File: config.mk
export PLATFORM = sky130hd
export DESIGN_NAME = multiaddr_expand
export DESIGN_NICKNAME = d
export VERILOG_FILES = /design/src/rtl/multiaddr_pkg.sv /design/src/rtl/multiaddr_expand_popcount.sv /design/src/rtl/multiaddr_expand.sv
export SDC_FILE = /design/constraint.sdc
export NUM_CORES = 1
export LEC_CHECK = 0
export BUFFER_PORTS_ARGS = -buffer_cell sky130_fd_sc_hd__buf_2
export CORE_MARGIN = 2
export CORE_UTILIZATION = 60
export CTS_CLUSTER_DIAMETER = 100
export DETAILED_ROUTE_END_ITERATION = 6
export GPL_ROUTABILITY_DRIVEN = 1
export PLACE_DENSITY = 0.88
export SLEW_MARGIN = 20
export SYNTH_ARGS = -nofsm -noshare
export SYNTH_HDL_FRONTEND = slang
export SYNTH_HIERARCHICAL = 1
export SYNTH_SLANG_ARGS = --single-unit
File: constraint.sdc
create_clock -name clk_i -period 8.3 [get_ports clk_i]
set_input_delay 1.66 -clock clk_i [delete_from_list [all_inputs] [get_ports clk_i]]
set_output_delay 1.66 -clock clk_i [all_outputs]
set_load 0.02 [all_outputs]
File: src/rtl/multiaddr_pkg.sv
// rtl/multiaddr_pkg.sv - shared types for the multi-address decoder and expander
package multiaddr_pkg;

  // Expander sequencing: IDLE waits for a request, EXPAND emits its beats.
  typedef enum logic [0:0] {
    IDLE   = 1'b0,
    EXPAND = 1'b1
  } expand_state_e;

  localparam int unsigned DefaultAddrWidth = 32;

  // Multi-address request template. A mask bit of 1 marks the matching address
  // bit as "don't care": the request denotes every address that agrees with
  // addr on all bit positions where mask is 0.
  typedef struct packed {
    logic [DefaultAddrWidth-1:0] addr;
    logic [DefaultAddrWidth-1:0] mask;
  } multiaddr_req_t;

endpackage

File: src/rtl/multiaddr_expand_popcount.sv
// rtl/multiaddr_expand_popcount.sv - combinational population count cell
module multiaddr_expand_popcount #(
  parameter int unsigned Width = 32,
  parameter int unsigned CntW  = $clog2(Width + 1)
) (
  input  logic [Width-1:0] data_i,
  output logic [CntW-1:0]  count_o
);

  // Sum of set bits, one adder per input bit.
  always_comb begin
    count_o = '0;
    for (int i = 0; i < int'(Width); i++) begin
      count_o = count_o + CntW'(data_i[i]);
    end
  end

endmodule

File: src/rtl/multiaddr_expand.sv
// rtl/multiaddr_expand.sv - serialises an {addr, mask} request into unicast beats
module multiaddr_expand
  import multiaddr_pkg::*;
#(
  parameter int unsigned AddrWidth  = 32,
  parameter int unsigned MaxSetBits = 8,
  parameter type         addr_t     = logic [AddrWidth-1:0]
) (
  input  logic  clk_i,
  input  logic  rst_i,
  input  logic  flush_i,
  input  addr_t in_addr_i,
  input  addr_t in_mask_i,
  input  logic  in_valid_i,
  output logic  in_ready_o,
  output addr_t out_addr_o,
  output logic  out_last_o,
  output logic  out_err_o,
  output logic  out_valid_o,
  input  logic  out_ready_i,
  output logic  busy_o
);

  localparam int unsigned CntW = $clog2(AddrWidth + 1);
  localparam logic [CntW-1:0] MaxSetBitsC = CntW'(MaxSetBits);

  expand_state_e state_q, state_d;
  addr_t         base_q, base_d;
  addr_t         mask_q, mask_d;
  addr_t         cur_q, cur_d;
  logic          err_q, err_d;

  logic [CntW-1:0] in_popcount;
  logic            busy;
  logic            last;
  logic            accept;
  logic            beat_xfer;
  addr_t           cur_next;

  multiaddr_expand_popcount #(
    .Width(AddrWidth),
    .CntW (CntW)
  ) u_popcount (
    .data_i (in_mask_i),
    .count_o(in_popcount)
  );

  // Output decode, handshakes and next-state selection.
  always_comb begin
    busy        = (state_q == EXPAND);
    last        = busy & (err_q | (cur_q == mask_q));
    busy_o      = busy;
    out_valid_o = busy;
    out_addr_o  = busy ? (base_q | cur_q) : '0;
    out_last_o  = last;
    out_err_o   = busy & err_q;

    // A beat shown during a flush is dropped, so it never counts as taken.
    beat_xfer  = busy & out_ready_i & ~flush_i;
    in_ready_o = ~flush_i & (~busy | (beat_xfer & last));
    accept     = in_valid_i & in_ready_o;

    // Next subset of the mask in ascending order: fill the fixed bits with
    // ones so the carry ripples straight through them, then strip them.
    cur_next = ((cur_q | ~mask_q) + addr_t'(1)) & mask_q;

    state_d = state_q;
    base_d  = base_q;
    mask_d  = mask_q;
    cur_d   = cur_q;
    err_d   = err_q;

    if (flush_i) begin
      state_d = IDLE;
    end else begin
      if (beat_xfer) begin
        if (last) begin
          state_d = IDLE;
        end else begin
          cur_d = cur_next;
        end
      end
      if (accept) begin
        state_d = EXPAND;
        base_d  = in_addr_i & ~in_mask_i;
        mask_d  = in_mask_i;
        cur_d   = '0;
        err_d   = (in_popcount > MaxSetBitsC);
      end
    end
  end

  // State and request registers.
  always_ff @(posedge clk_i or posedge rst_i) begin
    if (rst_i) begin
      state_q <= IDLE;
      base_q  <= '0;
      mask_q  <= '0;
      cur_q   <= '0;
      err_q   <= 1'b0;
    end else begin
      state_q <= state_d;
      base_q  <= base_d;
      mask_q  <= mask_d;
      cur_q   <= cur_d;
      err_q   <= err_d;
    end
  end

endmodule
==> flow_summary.toml, run 1 <==
[route]
avgRoutedWirePerCell_um = 18.8
via_count = 4669
first_pass_iters = 5
routed_wl_mm = 14.9
vias_per_cell = 5.91
ant_nets = 0
initialDrtViolationCount = 365
route.detailed.drc = 0

[synth]
synth_fp_nets = 680
synth.top_cell.area_share_pct = 39.3
async_flop_share_pct = 100
synthCells = 546
yosysSeqAreaShare_pct = 39.3
synth.most_common_cell = "dfrtp_1"
syn-mean-instance-area_um2 = 11.4
yosysWarnings = 6
synth_seq_cells = 98
netlist_area_mm2 = 0.00624
synth_edf_count = 0
synthTopCellsByArea = "dfrtp_1, mux2_2, ha_1"
yosys.area.top_type = "dfrtp_1"
ys_top_cells_by_count = "dfrtp_1, inv_1, mux2_2"
ys.flop_type = "dfrtp_1"
ys_types = 49

[die]
io_pins = 106
core-area_mm2 = 0.0102
die_y_um = 106
die_area_mm2 = 0.0112
rows = 37
start_util_pct = 61.0
die_x_um = 106

[cts]
cts_hold_buf = 0
cts-root-buf = "clkbuf_8"
clkLatencyLatePin_ns = 0.37
clk_pin_slew_worst_paths_ns = 0.09
cts-htree-levels = 3
cts_resized = 0
max-clock-path-buffers = 2
clkSinkCount = 98
cts-buffers-inserted = 9
cts_tree = "yes"
post_cts_buffers = 0

[min_path]
min_from = "base_q[25]$_DFFE_PP0P_"
min_to = "base_q[25]$_DFFE_PP0P_"
min_path_type = "register to register"
min_path_cells = 1

[sta]
setup_violations = 0
rsz0062_at_grt = "false"
finalSetupTns_ns = 0
fin_ws_ns = 2.08
tightest_slew_ns = 1.02
final_max_slew_viol_count = 0
relSlewSlack_pct = 31.9
fmax_mhz = 161
fin_crit_ns = 6.22
finalHoldViolations = 0
post-route-period-util_pct = 75.0
fin_skew_ns = 0.00770

[placed_design]
gp_congestion = 0.919
hpwl_mm = 11.3
portBuffers = 105
dpl_worst_slack_ns = 1.73

[global_route]
grt.total_usage_pct = 27.8
grt_antenna_before_repair = 0
grt_pass1_wl_mm = 24.2
grt_pass1_vias = 4883
grt_overflow = 0
grt_max_degree = 67

[setup_path]
reg2reg_from = "cur_q[18]$_DFFE_PP0P_"
cp.required_ns = 8.56
critPathLaunchType = "input port"
criticalPathCategory = "input port to register"
cp-end-kind = "register"
r2r_setup_slack_ns = 5.05
r2r_end = "base_q[0]$_DFFE_PP0P_"
cp.arrival_ns = 6.48
crit_fanout = 3
ff2ff_path_depth = 8

[power]
internal_power_uw = 1150
seq_power_share_pct = 33.3
power_density_mw_per_mm2 = 267
ir_drop_mv = 0.207
swShare_pct = 39.3
comb_power_share_pct = 50.0
p_sw_uw = 744
leakage_uw = 0.00321
pwr-share-clk_pct = 16.8

[layout]
multiInputGateArea_mm2 = 0.00346
finalNetCount = 782
drive_gt1_share_pct = 30.3
layout.area.seq_mm2 = 0.00245
area_growth_syn_to_layout_pct = 13.7
nFillCells = 745

[flow_run]
drv_cap = 0

[outcome]
run_status = "complete, no violations"
[final cells by class]
type / instances / share of cell area, %
Clock inverter: 2 / 0.494
Sequential cell: 98 / 34.6
Tap cell: 136 / 2.40
Antenna cell: 1 / 0.0353
Inverter: 66 / 3.53
Multi-Input combinational cell: 363 / 48.7
Clock buffer: 14 / 2.29
Timing Repair Buffer: 110 / 7.94
[cell usage in the layout, fill, tap and decap left out, types with 2 or more instances in the layout]
| master | n |
|---|---|
| a21boi_0 | 2 |
| a21oi_1 | 3 |
| a21oi_2 | 2 |
| a32o_1 | 29 |
| and3_1 | 3 |
| buf_2 | 105 |
| buf_4 | 5 |
| clkbuf_1 | 3 |
| clkbuf_8 | 11 |
| dfrtp_1 | 98 |
| fa_1 | 24 |
| ha_1 | 41 |
| inv_1 | 65 |
| mux2_1 | 7 |
| mux2_2 | 57 |
| nand2_1 | 9 |
| nand2b_1 | 2 |
| nand3_1 | 7 |
| nand4_1 | 11 |
| nor2_1 | 16 |
| nor2b_1 | 34 |
| nor3_1 | 9 |
| nor3b_2 | 2 |
| nor4_1 | 7 |
| nor4_2 | 3 |
| nor4_4 | 3 |
| o21a_1 | 32 |
| o21ai_0 | 2 |
| o31ai_1 | 2 |
| o41ai_1 | 2 |
| or3_1 | 6 |
| or4_1 | 2 |
| xnor2_1 | 18 |
| xor2_1 | 11 |
[routing by layer]
layer,up-vias,track usage [%],share of wire (%),wire (um)
li1,2129,-,-,-
met1,2325,35.6,42,6200
met2,179,47.2,50,7450
met3,36,5.15,5.5,813
met4,0,10.7,2.7,399
met5,-,0,0,0
[worst max-delay path: stages]
cell      delay (ns)
buf_2           0.12
inv_1           0.06
fa_1            0.54
inv_1           0.06
fa_1            0.57
fa_1            0.45
fa_1            0.50
fa_1            0.52
inv_1           0.06
fa_1            0.44
inv_1           0.08
ha_1            0.16
inv_1           0.05
fa_1            0.40
nand2b_1        0.18
a21oi_2         0.15
xor2_1          0.09
nor2_1          0.10
nand2_1         0.05
mux2_2          0.26
[per-stage QoR]
step | total power [uW] | cells | hold WS, ns | util (%) | area, um2
floorplan | 1350 | 546 | 0.459 | - | 6240
global route | 2040 | 789 | 0.517 | 69.3 | 7090
detailed placement | 1580 | 773 | 0.484 | 67.4 | 6890
CTS | 1900 | 789 | 0.503 | 69.3 | 7090
global placement | 1510 | 773 | 0.468 | 67.4 | 6890
finish | 1900 | 790 | 0.498 | 69.3 | 7090
[power groups by stage]
stage	Combinational, uW	Clock, uW	Sequential (uW)
floorplan	727	0	618
global placement	879	0	631
detailed placement	941	0	640
CTS	952	322	630
global route	1050	339	643
finish	947	318	631
[how the worst max path moves through the flow]
| stage | from | end | slack, ns | depth (start not counted) |
|---|---|---|---|---|
| 4_1_cts | in_mask_i[0] | err_q$_DFFE_PP0P_ | 2.09 | 20 |
| 5_1_grt | in_mask_i[0] | err_q$_DFFE_PP0P_ | 1.89 | 20 |
| 6_report | in_mask_i[0] | err_q$_DFFE_PP0P_ | 2.08 | 20 |
| 3_3_place_gp | in_mask_i[0] | err_q$_DFFE_PP0P_ | 1.90 | 20 |
| 2_1_floorplan | in_mask_i[0] | err_q$_DFFE_PP0P_ | 2.16 | 19 |
| 3_5_place_dp | in_mask_i[0] | err_q$_DFFE_PP0P_ | 1.73 | 20 |
[sequential cells by signal, indices dropped and copies added (netlist names)]
register  cells
busy_o        1
mask_q       32
err_q         1
cur_q        32
base_q       32
[cells by family after synthesis]
family / count (synthesis) / share of synthesized area (%)
multiplexers: 64 / 11.6
AO/OA/AOI/OAI: 83 / 11.1
AND/OR/NAND/NOR: 122 / 12.5
buffers and inverters: 85 / 5.53
XOR/XNOR: 29 / 4.07
flip-flops: 98 / 39.3
adder cells (fa/ha/maj): 65 / 15.9
Power figures use the tool's default switching activity.
==> inputs of run 2 (changes only) <==
Settings changed: ABC_AREA set to 1, CORE_UTILIZATION 60 to 53, PLACE_DENSITY 0.88 to 0.82.
Clock period 8.3 ns to 5.49 ns, I/O delays scaled along.
==> run 2 against run 1 <==
Against the previous run:
- count of clock-buffer cells in the layout decreased by 2
- die area increased by 24%
- cell count increased by 47%
- synthesized area increased by 11%
- sequential share of layout area decreased by 3.1 points
- clock power increased by 96%
- critical path depth decreased by 4
- combinational power increased by 59%
- critical path type unchanged
- highest routed layer unchanged
==> flow_summary.toml, run 2 <==
[sta]
post-route-period-util_pct = 98.9
fmax_mhz = 184
fin_skew_ns = 0.00827
final_max_slew_viol_count = 0
finalHoldViolations = 0
finalSetupTns_ns = 0
rsz0062_at_grt = "true"
setup_violations = 0
tightest_slew_ns = 0.684
fin_crit_ns = 5.43
fin_ws_ns = 0.0581
relSlewSlack_pct = 54.3

[die]
rows = 41
start_util_pct = 54.5
die_area_mm2 = 0.0140
io_pins = 106
die_y_um = 118
core-area_mm2 = 0.0127
die_x_um = 118

[route]
avgRoutedWirePerCell_um = 14.3
vias_per_cell = 5.13
first_pass_iters = 5
via_count = 5968
routed_wl_mm = 16.7
route.detailed.drc = 0
ant_nets = 0
initialDrtViolationCount = 437

[power]
total_power_uw = 3040
power_density_mw_per_mm2 = 390
ir_drop_mv = 0.401
leakage_uw = 0.00417

[synth]
synth.most_common_cell = "nand2_1"
yosysSeqAreaShare_pct = 35.5
async_flop_share_pct = 100
yosysWarnings = 6
synthCells = 895
netlist_area_mm2 = 0.00691
ys.flop_type = "dfrtp_1"
ys_top_cells_by_count = "nand2_1, inv_1, nor2_1"
syn-mean-instance-area_um2 = 7.72
synthTopCellsByArea = "dfrtp_1, nand2_1, inv_1"
synth_fp_nets = 1029
synth.top_cell.area_share_pct = 35.5
yosys.area.top_type = "dfrtp_1"
synth_seq_cells = 98
ys_types = 27
synth_edf_count = 0

[flow_run]
drv_cap = 0

[global_route]
grt_overflow = 0
grt_pass1_wl_mm = 27.3
grt_pass1_vias = 5625
grt_antenna_before_repair = 0
grt.total_usage_pct = 24.8
grt_max_degree = 102

[layout]
drive_gt1_share_pct = 19.6
nFillCells = 1170
final_common_cell = "nand2_1"
diodes = 0
reg_top3 = "base_q: 32 flops, cur_q: 32 flops, mask_q: 32 flops"
final_cell_mix = "nand2_1, inv_1, nor2_1"
finalNetCount = 1122
area_growth_syn_to_layout_pct = 12.6
stdcell_area_mm2 = 0.00778
final_cells = 1164

[cts]
clkSinkCount = 98
max-clock-path-buffers = 2
clkLatencyLatePin_ns = 0.35
cts-buffers-inserted = 9
clk_pin_slew_worst_paths_ns = 0.06
cts-htree-levels = 3
cts_tree = "yes"
cts-root-buf = "clkbuf_16"
cts_hold_buf = 0

[placed_design]
dpl_worst_slack_ns = -0.284
placed_cell_area_mm2 = 0.00747
hpwl_mm = 12.8
gp_congestion = 0.929
dpl.cell_count = 1149
portBuffers = 105

[setup_path]
path_cells = "buf_2, fa_1, fa_1, fa_1, fa_1, fa_1, inv_2, fa_1, inv_1, ha_2, inv_2, fa_2, inv_1, o31a_1, nor3_2, o21ai_2"
reg2reg_from = "mask_q[0]$_DFFE_PP0P_"
crit_buf_inv = 5
crit_fanout = 2
ff2ff_path_depth = 13
r2r_setup_slack_ns = 2.71
crit_family = "adder cells"
worst_path_max_delay_cell = "fa_1"
cp.arrival_ns = 5.66
critical-path-max-stage-delay_ns = 0.59
cp.required_ns = 5.72
cp-end-kind = "register"
criticalPathCategory = "input port to register"
critPathLaunchType = "input port"
r2r_end = "mask_q[26]$_DFFE_PP0P_"
cp_common_cell = "fa_1"

[min_path]
min_path_cells = 2
min_to = "base_q[28]$_DFFE_PP0P_"
min_path_type = "register to register"
min_from = "base_q[28]$_DFFE_PP0P_"

[outcome]
run_status = "complete, no violations"
run 2: changes by cell type after synthesis, sizes merged, moves of 7 or more:
cell | before | now
inv | 66 | 146
nor4 | 13 | 0
o21ai | 3 | 74
xnor2 | 18 | 3
nand2 | 9 | 197
o21a | 32 | 0
nor2 | 16 | 137
nand4 | 12 | 5
nand3 | 7 | 102
nor2b | 34 | 0
mux2 | 64 | 0
buf | 9 | 26
a32o | 29 | 0
run 2: repair_timing:
item,in CTS,in global routing
gates resized for setup,0,12
endpoints found under the setup margin,0,1
buffers inserted,0,0
run 2: report_power, final:
group          switching (uW)  internal [uW]  leakage [uW]  total (uW)
clock                     261            362      0.000142         622
sequential               79.4            819       0.00128         899
combinational             906            609       0.00275        1510
total                    1250           1790       0.00417        3040
run 2: kinds of logic (layout without fill, tap and decap cells):
family                     after synthesis  count (layout)  share of synthesized area (%)
xor gates and xnor gates                14              14                           1.77
buffers and inverters                  177             274                           11.8
DFF                                     98              98                           35.5
adders and majority gates               65              65                           14.4
AOI/OAI and AO/OA                       89              89                           9.44
and+or+nand+nor                        452             452                           27.1
run 2: cell type report:
type,count,area [um2],share of cell area (%)
timing repair buffer,113,617,7.93
sequential,98,2450,31.5
clock inverter,3,40.0,0.514
multi-input combinational,620,3660,47.0
inverter,146,551,7.07
tap,172,215,2.77
clock buffer,12,246,3.17
run 2: worst max-delay path by stage:
stage / startpoint / end / cells after the start
floorplan: in_mask_i[0] / err_q$_DFFE_PP0P_ / 17
global placement: in_mask_i[0] / err_q$_DFFE_PP0P_ / 18
detailed placement: in_mask_i[0] / err_q$_DFFE_PP0P_ / 18
CTS: in_mask_i[0] / err_q$_DFFE_PP0P_ / 18
global route: in_mask_i[15] / err_q$_DFFE_PP0P_ / 18
finish: in_mask_i[17] / err_q$_DFFE_PP0P_ / 16
run 2: worst reg2reg max path, cell delays in order, from the launching register on:
cell and delay [ns]:
dfrtp_1 0.44, ha_1 0.35, nand2_1 0.06, nor2_1 0.08, nand2_1 0.08, nor2_1 0.12
nand3_1 0.17, nand2_2 0.10, nand2_1 0.08, nand2_2 0.09, nand3_4 0.35, buf_4 0.48
nand2_1 0.19, o21ai_2 0.06
run 2: through the flow:
step / utilization, % / hold slack (ns)
after global routing: 61.4 / 0.501
after detailed placement: 59.0 / 0.470
after floorplan: - / 0.454
after global placement: 59.0 / 0.465
final: 61.4 / 0.483
after CTS: 61.2 / 0.485
run 2: per-layer routing:
| metal | vias up | part of all wire [%] | wire [um] | GRT usage (%) |
|---|---|---|---|---|
| li1 | 2982 | - | - | - |
| met1 | 2775 | 46 | 7650 | 35.3 |
| met5 | - | 0 | 0 | 0 |
| met3 | 28 | 6.5 | 1080 | 4.34 |
| met4 | 0 | 2.9 | 485 | 10.1 |
| met2 | 183 | 45 | 7440 | 37.5 |
==> inputs of run 3 (changes only) <==
Settings changed: PLACE_DENSITY 0.82 to 0.78.
==> run 3 against run 2 <==
Against the previous run:
- global-route usage about the same
- non-clock buffer count unchanged
- largest cell class unchanged
- clock power is 7.6% lower
- die area did not move
==> flow_summary.toml, run 3 (synthesis gave the netlist of run 2 again) <==
[die]
io_pins = 106
start_util_pct = 54.5
rows = 41
die_area_mm2 = 0.0140
core-area_mm2 = 0.0127
die_y_um = 118
die_x_um = 118

[sta]
fin_skew_ns = 0.00562
tightest_slew_ns = 0.968
relSlewSlack_pct = 35.5
rsz0062_at_grt = "true"
post-route-period-util_pct = 98.5
finalHoldViolations = 0
worst_hold_slack_ns = 0.482
fmax_mhz = 185
fin_crit_ns = 5.41
setup_violations = 0
final_max_slew_viol_count = 0

[layout]
area_growth_syn_to_layout_pct = 11.9
finalNetCount = 1122
drive_gt1_share_pct = 18.7
diodes = 0
final_common_cell = "nand2_1"
final_cell_mix = "nand2_1, inv_1, nor2_1"
final_util_pct = 61.0
nFillCells = 1210
reg_top3 = "base_q: 32 flops, cur_q: 32 flops, mask_q: 32 flops"

[setup_path]
crit_fanout = 2
criticalPathCategory = "input port to register"
cp.required_ns = 5.71
reg2reg_from = "cur_q[3]$_DFFE_PP0P_"
r2r_setup_slack_ns = 2.84
ff2ff_path_depth = 14
cp.arrival_ns = 5.62
critPathLaunchType = "input port"
r2r_end = "cur_q[21]$_DFFE_PP0P_"
cp-end-kind = "register"

[placed_design]
gp_congestion = 0.978
portBuffers = 105
hpwl_mm = 12.6

[global_route]
grt_max_degree = 194
grt_pass1_vias = 5450
grt_pass1_wl_mm = 27.5
grt.total_usage_pct = 24.8
grt_antenna_before_repair = 0
grt_overflow = 0

[min_path]
min_to = "base_q[27]$_DFFE_PP0P_"
min_path_cells = 2
min_from = "base_q[27]$_DFFE_PP0P_"
min_path_type = "register to register"

[power]
leakage_uw = 0.00415
ir_drop_mv = 0.332
power_density_mw_per_mm2 = 387

[route]
first_pass_iters = 5
ant_nets = 0
initialDrtViolationCount = 357
route.detailed.drc = 0
via_count = 5925
vias_per_cell = 5.09
routed_wl_mm = 16.6
avgRoutedWirePerCell_um = 14.3

[cts]
cts-buffers-inserted = 9
clkSinkCount = 98
cts_tree = "yes"
clk_pin_slew_worst_paths_ns = 0.06
cts-root-buf = "clkbuf_16"
cts-htree-levels = 3
max-clock-path-buffers = 2
clkLatencyLatePin_ns = 0.35

[flow_run]
drv_cap = 0

[outcome]
run_status = "complete, no violations"
## run 3: cell count changes in the layout (fill, tap and decap cells not counted), sizes merged
cell    before  now
clkbuf      12   14
bufinv       1    0
clkinv       2    0
## run 3: cell type report
type / instances / area (um2) / share of cell area, %
Clock buffer: 14 / 254 / 3.29
Inverter: 146 / 551 / 7.12
Multi-Input combinational cell: 620 / 3660 / 47.4
Sequential cell: 98 / 2450 / 31.7
Tap cell: 172 / 215 / 2.78
Timing Repair Buffer: 113 / 598 / 7.74
## run 3: power by group
group          internal (uW)  switching [uW]
Sequential               819            77.3
Combinational            619             904
Clock                    315             260
## run 3: how the worst max path moves through the flow
stage                              from           endpoint  slack (ns)
after global placement     in_mask_i[0]  err_q$_DFFE_PP0P_       -0.19
after global routing      in_mask_i[15]  err_q$_DFFE_PP0P_       -0.07
final                     in_mask_i[15]  err_q$_DFFE_PP0P_        0.08
after floorplan            in_mask_i[0]  err_q$_DFFE_PP0P_       0.007
after CTS                  in_mask_i[0]  err_q$_DFFE_PP0P_        0.09
after detailed placement   in_mask_i[0]  err_q$_DFFE_PP0P_       -0.29
## run 3: worst max-delay path, stage by stage
cell	delay (ns)
buf_2	0.09
inv_1	0.05
fa_1	0.55
inv_2	0.07
fa_1	0.48
fa_1	0.53
fa_1	0.43
fa_1	0.49
inv_1	0.05
fa_1	0.42
inv_1	0.07
ha_2	0.17
inv_1	0.05
fa_1	0.47
inv_1	0.04
o31a_1	0.27
nor3_2	0.20
o21ai_2	0.08
## run 3: repair_timing
| item | in CTS | in global routing |
|---|---|---|
| hold buffers | 0 | 0 |
| setup buffers | 0 | 1 |
| resized for setup | 0 | 3 |
| setup endpoints to repair | 0 | 1 |
## run 3: layer usage
metal | global-route usage (%) | up-vias | share of wire (%)
met5 | 0 | - | 0
met4 | 9.04 | 0 | 2.0
met3 | 3.14 | 20 | 5.3
met2 | 37.1 | 158 | 45
met1 | 36.8 | 2775 | 48
li1 | - | 2972 | -
## run 3: per-stage QoR
| step | cell area [um2] | setup WS (ns) | std cells | TNS, ns | power (uW) |
|---|---|---|---|---|---|
| global placement | 7460 | -0.192 | 1148 | -0.192 | 2320 |
| CTS | 7720 | 0.0904 | 1162 | 0 | 2960 |
| floorplan | 6910 | 0.00682 | 895 | 0 | 2050 |
| global route | 7730 | -0.0698 | 1163 | -0.0698 | 3240 |
| detailed placement | 7460 | -0.291 | 1148 | -0.291 | 2380 |
| finish | 7730 | 0.0832 | 1163 | 0 | 2990 |
